==> src/rtl/pwm_capture_pkg.sv <==
// Shared definitions for the PWM capture block: default sizing and FSM state encodings.
`timescale 1ns/100ps
package pwm_capture_pkg;

    // Generator counter width; the capture side uses one extra bit so a full period fits.
    localparam int unsigned WIDTH_DEF       = 4;
    localparam int unsigned SYNC_STAGES_DEF = 2;

    typedef logic [0:0] state_t;

    localparam state_t IDLE    = 1'b0;
    localparam state_t MEASURE = 1'b1;

    // Result/counter width derived from the generator width.
    function automatic int unsigned cw_of(input int unsigned width);
        return width + 1;
    endfunction

endpackage

==> src/rtl/pwm_edge_sync.sv <==
// Synchroniser for the asynchronous PWM input plus a single-cycle rising-edge detector.
`timescale 1ns/100ps
module pwm_edge_sync
    import pwm_capture_pkg::*;
#(
    parameter int unsigned SYNC_STAGES = SYNC_STAGES_DEF
)(
    input  logic CLoK,
    input  logic Reset,
    input  logic d_in,
    output logic s,
    output logic rise
);

    logic [SYNC_STAGES-1:0] r_sync;
    logic                   r_prev;

    // Shift the raw input through the synchroniser chain and keep one cycle of history.
    always_ff @(posedge CLoK or negedge Reset) begin
        if (!Reset) begin
            r_sync <= '0;
            r_prev <= 1'b0;
        end else begin
            r_sync <= {r_sync[SYNC_STAGES-2:0], d_in};
            r_prev <= r_sync[SYNC_STAGES-1];
        end
    end

    assign s    = r_sync[SYNC_STAGES-1];
    assign rise = r_sync[SYNC_STAGES-1] & ~r_prev;

endmodule

==> src/rtl/pwm_capture.sv <==
// Measures high time and period of an incoming PWM waveform, once per period,
// and flags a stuck input when no rising edge arrives within the counter range.
`timescale 1ns/100ps
module pwm_capture
    import pwm_capture_pkg::*;
#(
    parameter  int unsigned WIDTH       = WIDTH_DEF,
    parameter  int unsigned SYNC_STAGES = SYNC_STAGES_DEF,
    localparam int unsigned CW          = cw_of(WIDTH)
)(
    input  logic          CLoK,
    input  logic          Reset,
    input  logic          PWM_IN,
    output logic [CW-1:0] HIGH_CNT,
    output logic [CW-1:0] PERIOD,
    output logic          VALID,
    output logic          TIMEOUT,
    output logic          LEVEL
);

    localparam logic [CW-1:0] MAX = '1;
    localparam logic [CW-1:0] ONE = CW'(1);

    logic w_s;
    logic w_rise;

    state_t        r_state,   w_state_nxt;
    logic [CW-1:0] r_pcnt,    w_pcnt_nxt;
    logic [CW-1:0] r_hcnt,    w_hcnt_nxt;
    logic [CW-1:0] r_high,    w_high_nxt;
    logic [CW-1:0] r_period,  w_period_nxt;
    logic          r_valid,   w_valid_nxt;
    logic          r_timeout, w_timeout_nxt;
    logic          r_level,   w_level_nxt;

    pwm_edge_sync #(
        .SYNC_STAGES (SYNC_STAGES)
    ) u_edge_sync (
        .CLoK  (CLoK),
        .Reset (Reset),
        .d_in  (PWM_IN),
        .s     (w_s),
        .rise  (w_rise)
    );

    // Next-state logic: measure between rising edges, time out when the period counter saturates.
    always_comb begin
        w_state_nxt   = r_state;
        w_pcnt_nxt    = r_pcnt;
        w_hcnt_nxt    = r_hcnt;
        w_high_nxt    = r_high;
        w_period_nxt  = r_period;
        w_valid_nxt   = 1'b0;
        w_timeout_nxt = r_timeout;
        w_level_nxt   = r_level;

        case (r_state)
            IDLE: begin
                // First rise only starts a measurement; the preceding period is partial.
                if (w_rise) begin
                    w_pcnt_nxt  = ONE;
                    w_hcnt_nxt  = ONE;
                    w_state_nxt = MEASURE;
                end
            end
            MEASURE: begin
                // A rise takes priority over a saturated counter, so a period of exactly MAX is reported.
                if (w_rise) begin
                    w_period_nxt  = r_pcnt;
                    w_high_nxt    = r_hcnt;
                    w_valid_nxt   = 1'b1;
                    w_timeout_nxt = 1'b0;
                    w_pcnt_nxt    = ONE;
                    w_hcnt_nxt    = ONE;
                end else if (r_pcnt != MAX) begin
                    w_pcnt_nxt = r_pcnt + ONE;
                    if (w_s && (r_hcnt != MAX)) begin
                        w_hcnt_nxt = r_hcnt + ONE;
                    end
                end else begin
                    w_timeout_nxt = 1'b1;
                    w_level_nxt   = w_s;
                    w_state_nxt   = IDLE;
                end
            end
            default: begin
                w_state_nxt = IDLE;
            end
        endcase
    end

    // State, counter and output registers.
    always_ff @(posedge CLoK or negedge Reset) begin
        if (!Reset) begin
            r_state   <= IDLE;
            r_pcnt    <= '0;
            r_hcnt    <= '0;
            r_high    <= '0;
            r_period  <= '0;
            r_valid   <= 1'b0;
            r_timeout <= 1'b0;
            r_level   <= 1'b0;
        end else begin
            r_state   <= w_state_nxt;
            r_pcnt    <= w_pcnt_nxt;
            r_hcnt    <= w_hcnt_nxt;
            r_high    <= w_high_nxt;
            r_period  <= w_period_nxt;
            r_valid   <= w_valid_nxt;
            r_timeout <= w_timeout_nxt;
            r_level   <= w_level_nxt;
        end
    end

    assign HIGH_CNT = r_high;
    assign PERIOD   = r_period;
    assign VALID    = r_valid;
    assign TIMEOUT  = r_timeout;
    assign LEVEL    = r_level;

endmodule

==> config.mk <==
export PLATFORM = sky130hd
export DESIGN_NAME = pwm_capture
export DESIGN_NICKNAME = d
export VERILOG_FILES = /design/src/rtl/pwm_capture_pkg.sv /design/src/rtl/pwm_edge_sync.sv /design/src/rtl/pwm_capture.sv
export SDC_FILE = /design/constraint.sdc
export NUM_CORES = 1
export LEC_CHECK = 0
export ABC_AREA = 1
export CORE_MARGIN = 4
export CORE_UTILIZATION = 45
export CTS_BUF_LIST = sky130_fd_sc_hd__clkbuf_2 sky130_fd_sc_hd__clkbuf_4 sky130_fd_sc_hd__clkbuf_8
export DETAILED_ROUTE_END_ITERATION = 10
export GPL_ROUTABILITY_DRIVEN = 0
export PLACE_DENSITY = 0.68
export REMOVE_ABC_BUFFERS = 1
export SLEW_MARGIN = 5
export SYNTH_ARGS = -nofsm -noshare
export SYNTH_HDL_FRONTEND = slang
export SYNTH_HIERARCHICAL = 1
export SYNTH_SLANG_ARGS = --single-unit
==> constraint.sdc <==
create_clock -name CLoK -period 1.9 [get_ports CLoK]
set_clock_uncertainty 0.1 [all_clocks]
set_input_delay 0.19 -clock CLoK [delete_from_list [all_inputs] [get_ports CLoK]]
set_output_delay 0.19 -clock CLoK [all_outputs]
set_load 0.03 [all_outputs]
==> results.cfg, run 1 <==
[status]
outcome = complete, no violations

[synth]
ys_warn_count = 6
synth_xor_area_frac = 0.00763
synth_area_leaders = dfrtp_1 (59%), nand2_1 (14%), inv_1 (5.6%)
netlist_area_mm2 = 0.00115
netlist_instances = 124
synth-edff-count = 0
synth_flop_cell = dfrtp_1
synth-compound-area-share = 0.0818
synth_adder_area_share = 0.0436
ys_top_cells_by_count = nand2_1 (42), dfrtp_1 (27), inv_1 (17)
yosysTopAreaCell = dfrtp_1
synth-seq-cells = 27
yosys.area_share.simple = 0.213
yosysTopAreaCellShare = 0.589
seq_area_frac_synth = 0.589
synth_top_family_by_area = simple AND/OR/NAND/NOR gates
ys_types = 15
avgSynthCellArea_um2 = 9.25
yosysMostFrequentCell = nand2_1
synthMuxAreaShare = 0
async_flop_share = 1.00

[sta]
finalHoldViolations = 0
max_slew.worst_pin.slew_ns = 0.400
period_share = 0.879
timing.hold.ws_ns = 0.104
setup_violations = 0
slew_viol_final = 0
fin_crit_ns = 1.67
maxSlewHeadroom = 0.733
tns_ns = 0
max_freq_mhz = 599
final.setup.worst_slack_ns = 0.230
rsz0062_at_grt = false

[clock_network]
cts_tree = done
holdBufCountCts = 0
cts_sinks = 27
htreeDepth = 1
numCtsBuffers = 3
cts_resized = 0
cts_buffer_depth = 2
postCtsSetupBuffers = 0
cts-root-buf = clkbuf_4
clock_latency_ns = 0.32
path_clk_slew_ns = 0.14

[finish]
fill_cells = 225
stdcell_area_mm2 = 0.00136
area_growth_syn_to_layout_pct = 18.6
fin_nets = 151
drive_gt1_frac = 0.0979
n_antenna_cell = 0

[detailed_routing]
drt_iter0_markers = 29
routed_wl_um = 1920
wl_per_cell_um = 11.1
viasPerCell = 4.69
drt_drc_violations_left = 0
ant_nets = 0
first_pass_iters = 4
vias = 812

[setup_path]
worstPathBufferInverterCount = 1
cp-end-kind = primary output
critical_path_class = flop to primary output
crit_path_max_fanout = 2
reg2reg_from = r_hcnt[0]$_DFFE_PN0P_
cpLargestDelayFamily = buffers and inverters
crit_path_top_delay_cell = clkdlybuf4s50_1
r2r_setup_slack_ns = 0.24
path_cells = clkdlybuf4s50_1
rr_endpoint = r_hcnt[4]$_DFFE_PN0P_
required_ns = 1.61
worst_ep_arrival_time_ns = 1.38
startpoint_type = flop
reg2regPathDepth = 10
cp_slowest_stage_delay_ns = 0.67

[power_and_ir_drop]
finalPower_mw = 1.64
p_leak_nw = 0.696
peakVddDrop_mv = 0.580
powerDensity_mw_per_mm2 = 1200

[die]
die_x_um = 58.5
coreArea_mm2 = 0.00245
die_h_um = 58.5
rows = 18
die-area_mm2 = 0.00342
initial_core_util = 0.467
num_io_pins = 16

[global_routing]
grtUsageTotal = 0.125
antenna_found_initial = 0
grt_max_degree = 28
gr-total-overflow = 0
grt_pass1_wl_um = 3230
grt_pass1_vias = 782

[worst_hold_path]
min_path_type = input port to async pin

[placed_design]
dpl-instance-area_mm2 = 0.00133
place_ws_ns = 0.270
dp_hpwl_um = 1430
io_buffers = 15

[job]
max-cap-violations = 0
cell families after synthesis:
kind of cell	count (synthesis)
adders and majority gates	4
DFF	27
AOI/OAI and AO/OA	14
and+or+nand+nor	60
xor gates and xnor gates	1
buffers and inverters	18
cells in the final DEF (no fill, tap or decap):
cell	n
nand2_1	42
dfrtp_1	27
inv_1	17
clkdlybuf4s50_1	15
nor2_1	7
nand3_1	7
o21ai_0	6
o21ai_2	6
ha_1	4
clkbuf_4	3
nand2_2	2
o21ai_1	1
xnor2_1	1
o22ai_1	1
nand4_1	1
clkinvlp_4	1
buf_4	1
nor2_2	1
metal layers:
metal,part of all wire,up-vias,track usage
met5,0,-,0
met4,0.022,0,0.0795
met3,0.034,4,0.0197
met2,0.44,13,0.201
met1,0.50,372,0.156
li1,-,423,-
through the flow:
step	utilization	std cells
floorplan	-	123
global placement	0.542	169
detailed placement	0.542	169
CTS	0.555	173
global route	0.555	173
finish	0.555	173
worst max path at each step:
stage | to | depth (start not counted) | start
final | TIMEOUT | 1 | TIMEOUT$_DFFE_PN0P_
after CTS | LEVEL | 1 | LEVEL$_DFFE_PN0P_
after floorplan | r_hcnt[3]$_DFFE_PN0P_ | 10 | r_hcnt[0]$_DFFE_PN0P_
after global routing | r_hcnt[1]$_DFFE_PN0P_ | 10 | r_hcnt[0]$_DFFE_PN0P_
after detailed placement | r_hcnt[4]$_DFFE_PN0P_ | 10 | r_hcnt[0]$_DFFE_PN0P_
after global placement | r_hcnt[3]$_DFFE_PN0P_ | 9 | r_pcnt[0]$_DFFE_PN0P_
sequential cells by signal, indices dropped and copies added (netlist names):
name	flops
u_edge_sync/r_prev	1
HIGH_CNT	5
r_pcnt	5
VALID	1
LEVEL	1
TIMEOUT	1
r_hcnt	5
u_edge_sync/r_sync	2
r_state	1
PERIOD	5
where the power goes:
group / total [mW] / switching, mW / internal [mW]
Clock: 0.248 / 0.168 / 0.0805
Combinational: 0.565 / 0.328 / 0.237
Sequential: 0.824 / 0.111 / 0.714
Total: 1.64 / 0.607 / 1.03
cell type report:
| class | count | area, µm² | share of cell area |
|---|---|---|---|
| clock buffer | 3 | 22.5 | 0.0165 |
| clock inverter | 1 | 7.51 | 0.00551 |
| sequential | 27 | 676 | 0.496 |
| timing repair buffer | 16 | 158 | 0.116 |
| multi-input combinational | 79 | 397 | 0.291 |
| tap | 30 | 37.5 | 0.0276 |
| inverter | 17 | 63.8 | 0.0469 |
worst reg2reg max path: stages, from the launching register on:
cell     delay [ns]
dfrtp_1        0.46
ha_1           0.23
nand2_1        0.08
nor2_1         0.05
ha_1           0.18
inv_1          0.05
nand3_1        0.09
nand2_1        0.10
nand2_2        0.09
nand2_1        0.07
nand2_1        0.05
(Power assumes the default switching activity.)
==> inputs of run 2 (changes only) <==
CORE_UTILIZATION = 50   (was 45)
PLACE_DENSITY = 0.74   (was 0.68)
==> results.cfg, run 2 (synthesis results as in run 1) <==
[finish]
fill_cells = 191
drive_gt1_frac = 0.0979
layout_common_cells = nand2_1 (42), dfrtp_1 (27), inv_1 (17)
stdcell_area_mm2 = 0.00136
fin_nets = 151
final_common_cell = nand2_1
seqCellArea_um2 = 676
area_growth_syn_to_layout_pct = 18.4
n_antenna_cell = 0
postLayoutCoreUtil = 0.620
multi_input_area_um2 = 397

[clock_network]
cts_tree = done
path_clk_slew_ns = 0.14
htreeDepth = 1
cts_sinks = 27
cts-root-buf = clkbuf_4
numCtsBuffers = 3
cts_resized = 0
postCtsSetupBuffers = 0
clock_latency_ns = 0.33
cts_buffer_depth = 2
holdBufCountCts = 0

[detailed_routing]
viasPerCell = 4.88
wl_per_cell_um = 11.9
vias = 835
drt_iter0_markers = 34
routed_wl_um = 2040
first_pass_iters = 5
ant_nets = 0
drt_drc_violations_left = 0

[die]
initial_core_util = 0.524
die_h_um = 55.9
die-area_mm2 = 0.00313
die_x_um = 55.9
num_io_pins = 16
rows = 17
coreArea_mm2 = 0.00219

[power_and_ir_drop]
p_leak_nw = 0.701
peakVddDrop_mv = 0.825
powerDensity_mw_per_mm2 = 1230
finalPower_mw = 1.67

[placed_design]
place_ws_ns = 0.269
dpl-instance-area_mm2 = 0.00133
io_buffers = 15
dp_hpwl_um = 1450

[setup_path]
critical_path_class = flop to flop
cp-end-kind = flop
crit_path_max_fanout = 4
startpoint_type = flop
required_ns = 2.08
worst_ep_arrival_time_ns = 1.86

[sta]
fin_crit_ns = 1.68
tns_ns = 0
max_slew.worst_pin.slew_ns = 0.398
finalHoldViolations = 0
maxSlewHeadroom = 0.734
period_share = 0.884
slew_viol_final = 0
setup_violations = 0
rsz0062_at_grt = false
final.setup.worst_slack_ns = 0.221
max_freq_mhz = 596

[global_routing]
gr-total-overflow = 0
grt_max_degree = 28
grtUsageTotal = 0.150
antenna_found_initial = 0
grt_pass1_vias = 865
grt_pass1_wl_um = 3710

[worst_hold_path]
min_path_type = input port to async pin

[job]
max-cap-violations = 0

[status]
outcome = complete, no violations
run 2: final cells by class:
type,count,share of cell area
flip-flops and latches,27,0.497
multi-input cells,79,0.292
repair buffers,16,0.116
inverters,17,0.0470
well taps,28,0.0258
clock buffers,4,0.0221
run 2: path summary, 6_finish.rpt:
| check | start | endpoint | slack, ns | depth (start not counted) |
|---|---|---|---|---|
| min in group CLoK | PWM_IN | u_edge_sync/r_sync[0]$_DFF_PN0_ | 0.19 | 1 |
| worst min register to register | u_edge_sync/r_sync[0]$_DFF_PN0_ | u_edge_sync/r_sync[1]$_DFF_PN0_ | 0.27 | 0 |
| max in group asynchronous | Reset | r_hcnt[3]$_DFFE_PN0P_ | 1.34 | 2 |
| worst max-delay path | r_pcnt[0]$_DFFE_PN0P_ | r_hcnt[3]$_DFFE_PN0P_ | 0.22 | 9 |
| worst min-delay path | Reset | PERIOD[3]$_DFFE_PN0P_ | 0.11 | 2 |
| worst max register to register | r_pcnt[0]$_DFFE_PN0P_ | r_hcnt[3]$_DFFE_PN0P_ | 0.22 | 9 |
run 2: critical path: stages, from the launching register on:
cell and delay, ns:
dfrtp_1 0.42, ha_1 0.23, nand2_1 0.07, nor2_1 0.05, ha_1 0.19, inv_1 0.07, nand3_1 0.14, nor2_1 0.20
nand3_1 0.09, nand2_1 0.06
run 2: layer usage:
| metal | global-route usage | vias to the layer above | wire length, µm |
|---|---|---|---|
| li1 | - | 423 | - |
| met3 | 0.0278 | 6 | 108 |
| met2 | 0.233 | 23 | 946 |
| met1 | 0.194 | 383 | 930 |
| met5 | 0 | - | 0 |
| met4 | 0.0881 | 0 | 53 |
run 2: metrics by stage:
stage,hold WS [ns],instances
6_report,0.111,171
5_1_grt,0.139,171
4_1_cts,0.117,171
3_5_place_dp,0.241,167
3_3_place_gp,0.238,167
2_1_floorplan,-0.206,123
run 2: power by group:
group	leakage [nW]	switching [mW]	total, mW	internal [mW]
Clock	0.0184	0.163	0.259	0.0967
Combinational	0.337	0.344	0.584	0.240
Sequential	0.345	0.113	0.826	0.714
